[config.mk]
export PLATFORM = sky130hd
export DESIGN_NAME = grid_cursor_flat
export DESIGN_NICKNAME = d
export VERILOG_FILES = /design/src/rtl/grid_cursor_if.sv /design/src/rtl/grid_cursor.sv /design/src/flat_wrapper.sv
export SDC_FILE = /design/constraint.sdc
export NUM_CORES = 1
export LEC_CHECK = 0
export ABC_CLOCK_PERIOD_IN_PS = 7700
export BUFFER_PORTS_ARGS = -buffer_cell sky130_fd_sc_hd__buf_2
export CAP_MARGIN = 20
export CORE_ASPECT_RATIO = 2
export CORE_UTILIZATION = 40
export DETAILED_ROUTE_END_ITERATION = 6
export SYNTH_ARGS = -nofsm -noshare
export SYNTH_HDL_FRONTEND = slang
export SYNTH_SLANG_ARGS = --single-unit
[constraint.sdc]
create_clock -name clk -period 7.7 [get_ports clk]
set_input_delay 0 -clock clk [delete_from_list [all_inputs] [get_ports clk]]
set_output_delay 0 -clock clk [all_outputs]
set_load 0.03 [all_outputs]
[src/rtl/grid_cursor_if.sv]
`default_nettype none
// ============================================================================
//  Module   : grid_cursor_if
//  Purpose  : Key-stream, load and cursor-status bundle for grid_cursor.
//             The master drives keys/load and observes the cursor; the slave
//             is the cursor controller itself.
//  Revision : 1.0  initial release
// ============================================================================
interface grid_cursor_if #(
    parameter int XW = 4,
    parameter int YW = 4
) ();

    logic          key_valid;
    logic [7:0]    key_code;
    logic          load;
    logic [XW-1:0] load_x;
    logic [YW-1:0] load_y;
    logic [XW-1:0] cur_x;
    logic [YW-1:0] cur_y;
    logic          select;
    logic          moved;
    logic          edge_hit;

    modport master (
        output key_valid, key_code, load, load_x, load_y,
        input  cur_x, cur_y, select, moved, edge_hit
    );

    modport slave (
        input  key_valid, key_code, load, load_x, load_y,
        output cur_x, cur_y, select, moved, edge_hit
    );

endinterface : grid_cursor_if
`default_nettype wire

[src/rtl/grid_cursor.sv]
`default_nettype none
// ============================================================================
//  Module   : grid_cursor
//  Purpose  : (x, y) cursor on a COLS x ROWS board driven by decoded PS/2
//             scan codes. Understands the E0 (extended) and F0 (break)
//             prefixes so WASD and the arrow keys both move the cursor;
//             Enter pulses select, Esc returns home. Edges saturate
//             (WRAP=0) or wrap (WRAP=1). An external load overrides keys.
//  Option   : GRID_CURSOR_TYPEMATIC_FILTER_EN - when defined, repeated makes
//             of the currently held key are ignored until its break arrives.
//  Revision : 1.0  initial release
// ============================================================================
module grid_cursor #(
    parameter int COLS   = 9,
    parameter int ROWS   = 10,
    parameter int XW     = 4,
    parameter int YW     = 4,
    parameter int WRAP   = 0,
    parameter int HOME_X = 0,
    parameter int HOME_Y = 0
) (
    input  wire logic      clk,
    input  wire logic      rst,
    grid_cursor_if.slave   bus_io
);

    // ------------------------------------------------------------------------
    // Constants at the working widths of the two axes
    // ------------------------------------------------------------------------
    localparam logic [XW-1:0] c_x_max    = XW'(COLS - 1);
    localparam logic [YW-1:0] c_y_max    = YW'(ROWS - 1);
    localparam logic [XW:0]   c_cols_ext = (XW+1)'(COLS);
    localparam logic [YW:0]   c_rows_ext = (YW+1)'(ROWS);
    localparam logic [XW-1:0] c_home_x   = XW'(HOME_X);
    localparam logic [YW-1:0] c_home_y   = YW'(HOME_Y);

    localparam logic [7:0] c_pfx_ext = 8'hE0;
    localparam logic [7:0] c_pfx_brk = 8'hF0;

    // ------------------------------------------------------------------------
    // Prefix state machine
    // ------------------------------------------------------------------------
    typedef enum logic [1:0] {
        ST_IDLE    = 2'd0,
        ST_EXT     = 2'd1,
        ST_BRK     = 2'd2,
        ST_EXT_BRK = 2'd3
    } pfx_state_t;

    typedef enum logic [2:0] {
        CMD_NONE  = 3'd0,
        CMD_LEFT  = 3'd1,
        CMD_RIGHT = 3'd2,
        CMD_UP    = 3'd3,
        CMD_DOWN  = 3'd4,
        CMD_SEL   = 3'd5,
        CMD_HOME  = 3'd6
    } cmd_t;

    pfx_state_t state_q, state_d;

    logic       w_make;     // a complete make code is present this cycle
    logic       w_brk;      // a complete break code is present this cycle
    logic       w_ext;      // the completed code carried the E0 prefix
    logic [8:0] w_key9;     // {ext, code} identity of the completed key
    logic       w_accept;   // make survives the typematic filter
    cmd_t       w_cmd;

    logic [XW-1:0] x_q, x_d;
    logic [YW-1:0] y_q, y_d;
    logic          sel_q, sel_d;
    logic          mov_q, mov_d;
    logic          edge_q, edge_d;

    logic [XW-1:0] w_load_x;
    logic [YW-1:0] w_load_y;

    // Prefix state register; reset abandons any half-received sequence
    always_ff @(posedge clk or posedge rst) begin
        if (rst) begin
            state_q <= ST_IDLE;
        end else begin
            state_q <= state_d;
        end
    end

    // Prefix next-state and classification of the byte that completes a code
    always_comb begin
        state_d = state_q;
        w_make  = 1'b0;
        w_brk   = 1'b0;
        w_ext   = 1'b0;
        if (bus_io.key_valid) begin
            case (state_q)
                ST_IDLE: begin
                    if (bus_io.key_code == c_pfx_ext) begin
                        state_d = ST_EXT;
                    end else if (bus_io.key_code == c_pfx_brk) begin
                        state_d = ST_BRK;
                    end else begin
                        w_make = 1'b1;
                    end
                end
                ST_EXT: begin
                    if (bus_io.key_code == c_pfx_brk) begin
                        state_d = ST_EXT_BRK;
                    end else if (bus_io.key_code == c_pfx_ext) begin
                        state_d = ST_EXT;
                    end else begin
                        w_make  = 1'b1;
                        w_ext   = 1'b1;
                        state_d = ST_IDLE;
                    end
                end
                ST_BRK: begin
                    w_brk   = 1'b1;
                    state_d = ST_IDLE;
                end
                ST_EXT_BRK: begin
                    w_brk   = 1'b1;
                    w_ext   = 1'b1;
                    state_d = ST_IDLE;
                end
                default: begin
                    state_d = ST_IDLE;
                end
            endcase
        end
    end

    assign w_key9 = {w_ext, bus_io.key_code};

`ifdef GRID_CURSOR_TYPEMATIC_FILTER_EN
    // ------------------------------------------------------------------------
    // Typematic filter: remembers the last accepted make until its break
    // ------------------------------------------------------------------------
    logic [8:0] held_q, held_d;
    logic       held_vld_q, held_vld_d;

    // Held-key register
    always_ff @(posedge clk or posedge rst) begin
        if (rst) begin
            held_q     <= 9'd0;
            held_vld_q <= 1'b0;
        end else begin
            held_q     <= held_d;
            held_vld_q <= held_vld_d;
        end
    end

    // Drop repeats of the held key; a new make replaces it, its break frees it
    always_comb begin
        held_d     = held_q;
        held_vld_d = held_vld_q;
        w_accept   = w_make;
        if (w_make) begin
            if (held_vld_q && (held_q == w_key9)) begin
                w_accept = 1'b0;
            end else begin
                held_d     = w_key9;
                held_vld_d = 1'b1;
            end
        end else if (w_brk && held_vld_q && (held_q == w_key9)) begin
            held_vld_d = 1'b0;
        end
    end
`else
    // Every make is acted on, so typematic repeats keep moving the cursor
    assign w_accept = w_make;
`endif

    // Map an accepted make to a cursor command; breaks never reach here
    always_comb begin
        w_cmd = CMD_NONE;
        if (w_accept) begin
            case (w_key9)
                9'h01C, 9'h16B: w_cmd = CMD_LEFT;
                9'h023, 9'h174: w_cmd = CMD_RIGHT;
                9'h01D, 9'h175: w_cmd = CMD_UP;
                9'h01B, 9'h172: w_cmd = CMD_DOWN;
                9'h05A, 9'h15A: w_cmd = CMD_SEL;
                9'h076:         w_cmd = CMD_HOME;
                default:        w_cmd = CMD_NONE;
            endcase
        end
    end

    // Out-of-range load coordinates are pinned to the last column/row
    assign w_load_x = ({1'b0, bus_io.load_x} >= c_cols_ext) ? c_x_max : bus_io.load_x;
    assign w_load_y = ({1'b0, bus_io.load_y} >= c_rows_ext) ? c_y_max : bus_io.load_y;

    // Next position and event pulses; load wins over any key this cycle
    always_comb begin
        x_d    = x_q;
        y_d    = y_q;
        sel_d  = 1'b0;
        mov_d  = 1'b0;
        edge_d = 1'b0;
        if (bus_io.load) begin
            x_d = w_load_x;
            y_d = w_load_y;
        end else begin
            case (w_cmd)
                CMD_LEFT: begin
                    if (x_q == '0) begin
                        if (WRAP != 0) begin
                            x_d   = c_x_max;
                            mov_d = 1'b1;
                        end else begin
                            edge_d = 1'b1;
                        end
                    end else begin
                        x_d   = x_q - 1'b1;
                        mov_d = 1'b1;
                    end
                end
                CMD_RIGHT: begin
                    if (x_q >= c_x_max) begin
                        if (WRAP != 0) begin
                            x_d   = '0;
                            mov_d = 1'b1;
                        end else begin
                            edge_d = 1'b1;
                        end
                    end else begin
                        x_d   = x_q + 1'b1;
                        mov_d = 1'b1;
                    end
                end
                CMD_UP: begin
                    if (y_q == '0) begin
                        if (WRAP != 0) begin
                            y_d   = c_y_max;
                            mov_d = 1'b1;
                        end else begin
                            edge_d = 1'b1;
                        end
                    end else begin
                        y_d   = y_q - 1'b1;
                        mov_d = 1'b1;
                    end
                end
                CMD_DOWN: begin
                    if (y_q >= c_y_max) begin
                        if (WRAP != 0) begin
                            y_d   = '0;
                            mov_d = 1'b1;
                        end else begin
                            edge_d = 1'b1;
                        end
                    end else begin
                        y_d   = y_q + 1'b1;
                        mov_d = 1'b1;
                    end
                end
                CMD_SEL: begin
                    sel_d = 1'b1;
                end
                CMD_HOME: begin
                    // Only report movement when home is actually somewhere else
                    if ((x_q != c_home_x) || (y_q != c_home_y)) begin
                        x_d   = c_home_x;
                        y_d   = c_home_y;
                        mov_d = 1'b1;
                    end
                end
                default: begin
                    x_d = x_q;
                end
            endcase
        end
    end

    // Cursor position and one-cycle event pulses
    always_ff @(posedge clk or posedge rst) begin
        if (rst) begin
            x_q    <= c_home_x;
            y_q    <= c_home_y;
            sel_q  <= 1'b0;
            mov_q  <= 1'b0;
            edge_q <= 1'b0;
        end else begin
            x_q    <= x_d;
            y_q    <= y_d;
            sel_q  <= sel_d;
            mov_q  <= mov_d;
            edge_q <= edge_d;
        end
    end

    assign bus_io.cur_x    = x_q;
    assign bus_io.cur_y    = y_q;
    assign bus_io.select   = sel_q;
    assign bus_io.moved    = mov_q;
    assign bus_io.edge_hit = edge_q;

endmodule : grid_cursor
`default_nettype wire

[src/flat_wrapper.sv]
// flat-port wrapper written by rule: the top's interface ports become plain ports
module grid_cursor_flat 
#(
    parameter int COLS   = 9,
    parameter int ROWS   = 10,
    parameter int XW     = 4,
    parameter int YW     = 4,
    parameter int WRAP   = 0,
    parameter int HOME_X = 0,
    parameter int HOME_Y = 0
)
  (clk, rst, bus_io_key_valid, bus_io_key_code, bus_io_load, bus_io_load_x, bus_io_load_y, bus_io_cur_x, bus_io_cur_y, bus_io_select, bus_io_moved, bus_io_edge_hit);
  grid_cursor_if #(.XW(XW), .YW(YW)) bus_io_i ();
  input  wire logic clk;
  input  wire logic rst;
  input wire logic [$bits(bus_io_i.key_valid)-1:0] bus_io_key_valid;
  input wire logic [$bits(bus_io_i.key_code)-1:0] bus_io_key_code;
  input wire logic [$bits(bus_io_i.load)-1:0] bus_io_load;
  input wire logic [$bits(bus_io_i.load_x)-1:0] bus_io_load_x;
  input wire logic [$bits(bus_io_i.load_y)-1:0] bus_io_load_y;
  output wire logic [$bits(bus_io_i.cur_x)-1:0] bus_io_cur_x;
  output wire logic [$bits(bus_io_i.cur_y)-1:0] bus_io_cur_y;
  output wire logic [$bits(bus_io_i.select)-1:0] bus_io_select;
  output wire logic [$bits(bus_io_i.moved)-1:0] bus_io_moved;
  output wire logic [$bits(bus_io_i.edge_hit)-1:0] bus_io_edge_hit;
  assign bus_io_i.key_valid = bus_io_key_valid;
  assign bus_io_i.key_code = bus_io_key_code;
  assign bus_io_i.load = bus_io_load;
  assign bus_io_i.load_x = bus_io_load_x;
  assign bus_io_i.load_y = bus_io_load_y;
  assign bus_io_cur_x = bus_io_i.cur_x;
  assign bus_io_cur_y = bus_io_i.cur_y;
  assign bus_io_select = bus_io_i.select;
  assign bus_io_moved = bus_io_i.moved;
  assign bus_io_edge_hit = bus_io_i.edge_hit;
  grid_cursor #(.COLS(COLS), .ROWS(ROWS), .XW(XW), .YW(YW), .WRAP(WRAP), .HOME_X(HOME_X), .HOME_Y(HOME_Y)) u_core (.clk(clk), .rst(rst), .bus_io(bus_io_i));
endmodule
==> results_dict.tcl <==
set metrics [dict create \
    rsz0062_at_grt "no" \
    p_leak_uw 0.000689 \
    startpoint "bus_io_key_valid" \
    cts_sinks 13 \
    ys_seq_area_frac 0.237 \
    track_usage 0.206 \
    grt_antenna_before_repair 0 \
    dr.first_iter.drc_count 49 \
    stdcell_count 221 \
    ios 31 \
    finalCritPeriodShare 0.437 \
    htree_levels 1 \
    finalWirelength_mm 3.56 \
    start_util 0.425 \
    end_kind "register" \
    syn_avg_cell_area_um2 8.59 \
    ys_ff_latch 13 \
    cts_made_buffers 3 \
    cts_hold_buffers 3 \
    syn2layout_area_growth_pct 16.7 \
    grt_pass1_vias 1365 \
    path_max_fanout 8 \
    slew_viol_final 0 \
    fmax_ghz 0.297 \
    post_dp_cell_area_um2 1530 \
    cp-start-kind "primary input" \
    status "complete, but fails checks" \
    drc_errors 6 \
    final_cell_area_um2 1600 \
    die_h_um 84.9 \
    slew_headroom 0.477 \
    dp_hpwl_mm 2.86 \
    critical_path.endpoint "u_core.bus_io.cur_y[3]" \
    ys_types 56 \
    dpl.cell_count 214 \
    finClkSkew_ps 1.51 \
    gp_congestion 0.828 \
    min_period_ps 3370 \
    post-cts-setup-buffers 0 \
    post_drt_wl_per_cell_um 16.1 \
    grt_pass1_wl_mm 5.85 \
    use_met2 0.388 \
    cts_buffer_depth 2 \
    finalSetupViolations 0 \
    die_width_um 43.4 \
    fin_setup_tns_ps 0 \
    firstDrtPassIters 6 \
    antennaDiodeCount 0 \
    worstHoldPathType "in -> reg" \
    cts_resized 0 \
    power_uw 202 \
    use_met3 0.0213 \
    io_buffers 30 \
    vias 1343 \
    grt_most_used_layer "met2" \
    ys.flop_type "dfrtp_1" \
    violations "DRC" \
    worstPathRequired_ps 7830 \
    clkLatencyLatePin_ps 240 \
    grt_max_degree 15 \
    yosysWarnings 0 \
    nets 217 \
    netlist_instances 160 \
    detail-route-antenna-nets 0 \
    cts_tree "yes" \
    netlist_area_um2 1370 \
    overflow 0 \
    row_count 29 \
    crit_type "in -> reg" \
    r2r_cells 11 \
    grt_use_met1 0.201 \
    r2r_slack_ps 4340 \
    worstPathArrival_ps 3490 \
    cts.clk_slew.worst_paths_ps 60 \
    timing.max_cap.violations 0 \
    worstReg2RegStart "u_core.state_q[1]" \
    vdd_drop_max_mv 0.0498 \
    routed_via_density 6.08 \
    root_buffer "clkbuf_8" \
    postSynthNetCount 186 \
    core-area_um2 3230 \
    hold_violations 0 \
    synth_edf_count 0 \
    die-area_um2 3690 \
    async_flop_share 1.00 \
    pwr_density_cell_nw_per_um2 126 \
    drive_above_1_share 0.221 \
    r2r-end "u_core.bus_io.cur_y[3]" \
    worst_pin_slew_ps 778 \
]
[power by group]
part | internal, uW | total [uW] | switching [uW]
sequential | 72.6 | 78.6 | 6.05
combinational | 24.9 | 61.0 | 36.1
clock | 36.6 | 62.1 | 25.5
total | 134 | 202 | 67.7
[critical path: stages]
cell	delay (ps)
dlygate4sd3_1	530
buf_2	150
nand2_1	190
a41oi_4	100
or4b_4	580
o31a_1	140
or3_1	500
ha_1	340
a21o_1	180
a21oi_1	160
xor2_1	110
a22o_1	220
a221o_1	310
[registers in the layout, summed over array words and instances, names as in the netlist]
signal                  flops
u_core.bus_io.edge_hit      1
u_core.bus_io.cur_y         4
u_core.bus_io.select        1
u_core.bus_io.cur_x         4
u_core.bus_io.moved         1
u_core.state_q              2
[placed cells by master, fill, tap and decap left out, drive strengths merged, types with 3 or more instances in the layout]
master,Yosys,routed
nor4bb,4,4
xor2,3,3
clkbuf,6,4
nor3,5,5
nor4,3,3
nand3b,3,3
dfrtp,13,13
mux2i,5,5
a211oi,3,3
inv,11,11
a21oi,6,6
o211ai,3,3
and3b,3,3
buf,1,30
nor2,10,10
nor3b,5,5
o22ai,4,4
ha,4,4
dlygate4sd3,0,3
nand3,5,5
o21ai,8,8
nand2,10,10
[worst min path at each step]
stage                startpoint                      to  cells past startpoint
5_1_grt        bus_io_load_x[0]  u_core.bus_io.cur_x[0]                      3
2_1_floorplan               rst  u_core.bus_io.cur_x[0]                      1
6_report       bus_io_load_x[0]  u_core.bus_io.cur_x[0]                      3
4_1_cts        bus_io_load_x[1]  u_core.bus_io.cur_x[1]                      3
3_5_place_dp                rst       u_core.state_q[0]                      2
3_3_place_gp                rst     u_core.bus_io.moved                      2
[cells in the mapped netlist, drive strengths merged, types with 2 or more instances]
master | number | area share
o31ai | 2 | 0.011
a32oi | 2 | 0.013
nor3b | 5 | 0.027
a31oi | 2 | 0.0091
nand2b | 2 | 0.0091
mux2i | 5 | 0.036
nor4 | 3 | 0.014
clkbuf | 6 | 0.017
nor4bb | 4 | 0.029
ha | 4 | 0.036
a21oi | 6 | 0.022
o211ai | 3 | 0.016
xor2 | 3 | 0.019
o22ai | 4 | 0.018
a21o | 2 | 0.011
and3b | 3 | 0.019
nand3b | 3 | 0.016
dfrtp | 13 | 0.24
nand3 | 5 | 0.018
or3 | 2 | 0.0091
and2 | 2 | 0.0091
nor4b | 2 | 0.013
and4bb | 2 | 0.021
inv | 11 | 0.030
o21ai | 8 | 0.029
nand2 | 10 | 0.027
nor2b | 2 | 0.0091
a22oi | 2 | 0.011
fa | 2 | 0.029
a311o | 2 | 0.015
nor3 | 5 | 0.018
nor2 | 10 | 0.029
a211oi | 3 | 0.016
[metrics by stage]
| stage | util | setup slack [ps] | hold slack, ps |
|---|---|---|---|
| after floorplan | - | 4600 | -123 |
| after global placement | 0.473 | 4450 | 54.0 |
| after detailed placement | 0.473 | 4370 | 71.2 |
| after CTS | 0.496 | 4340 | 13.7 |
| after global routing | 0.496 | 4040 | 21.2 |
| final | 0.496 | 4330 | 14.1 |
[layout make-up]
| class | instances | area [um2] |
|---|---|---|
| Timing Repair Buffer | 33 | 180 |
| Fill cell | 311 | 1630 |
| Sequential cell | 13 | 325 |
| Tap cell | 31 | 38.8 |
| Clock buffer | 4 | 45.0 |
| Inverter | 12 | 45.0 |
| Multi-Input combinational cell | 128 | 968 |
[metal layers]
layer	wire length [um]	part of all wire	vias up
met5	0	0	-
met4	95	0.027	0
met3	92	0.026	10
met2	2020	0.57	37
met1	1350	0.38	627
li1	-	-	669
[kinds of logic after synthesis]
family                   Yosys count  share of synthesized area
multiplexers                       6                     0.0446
XOR/XNOR                           4                     0.0255
adder cells (fa/ha/maj)            6                     0.0656
buffers and inverters             19                     0.0583
flip-flops                        13                      0.237
AND/OR/NAND/NOR                   68                      0.321
AO/OA/AOI/OAI                     44                      0.249
No activity file was read; power rests on OpenSTA's default activity.
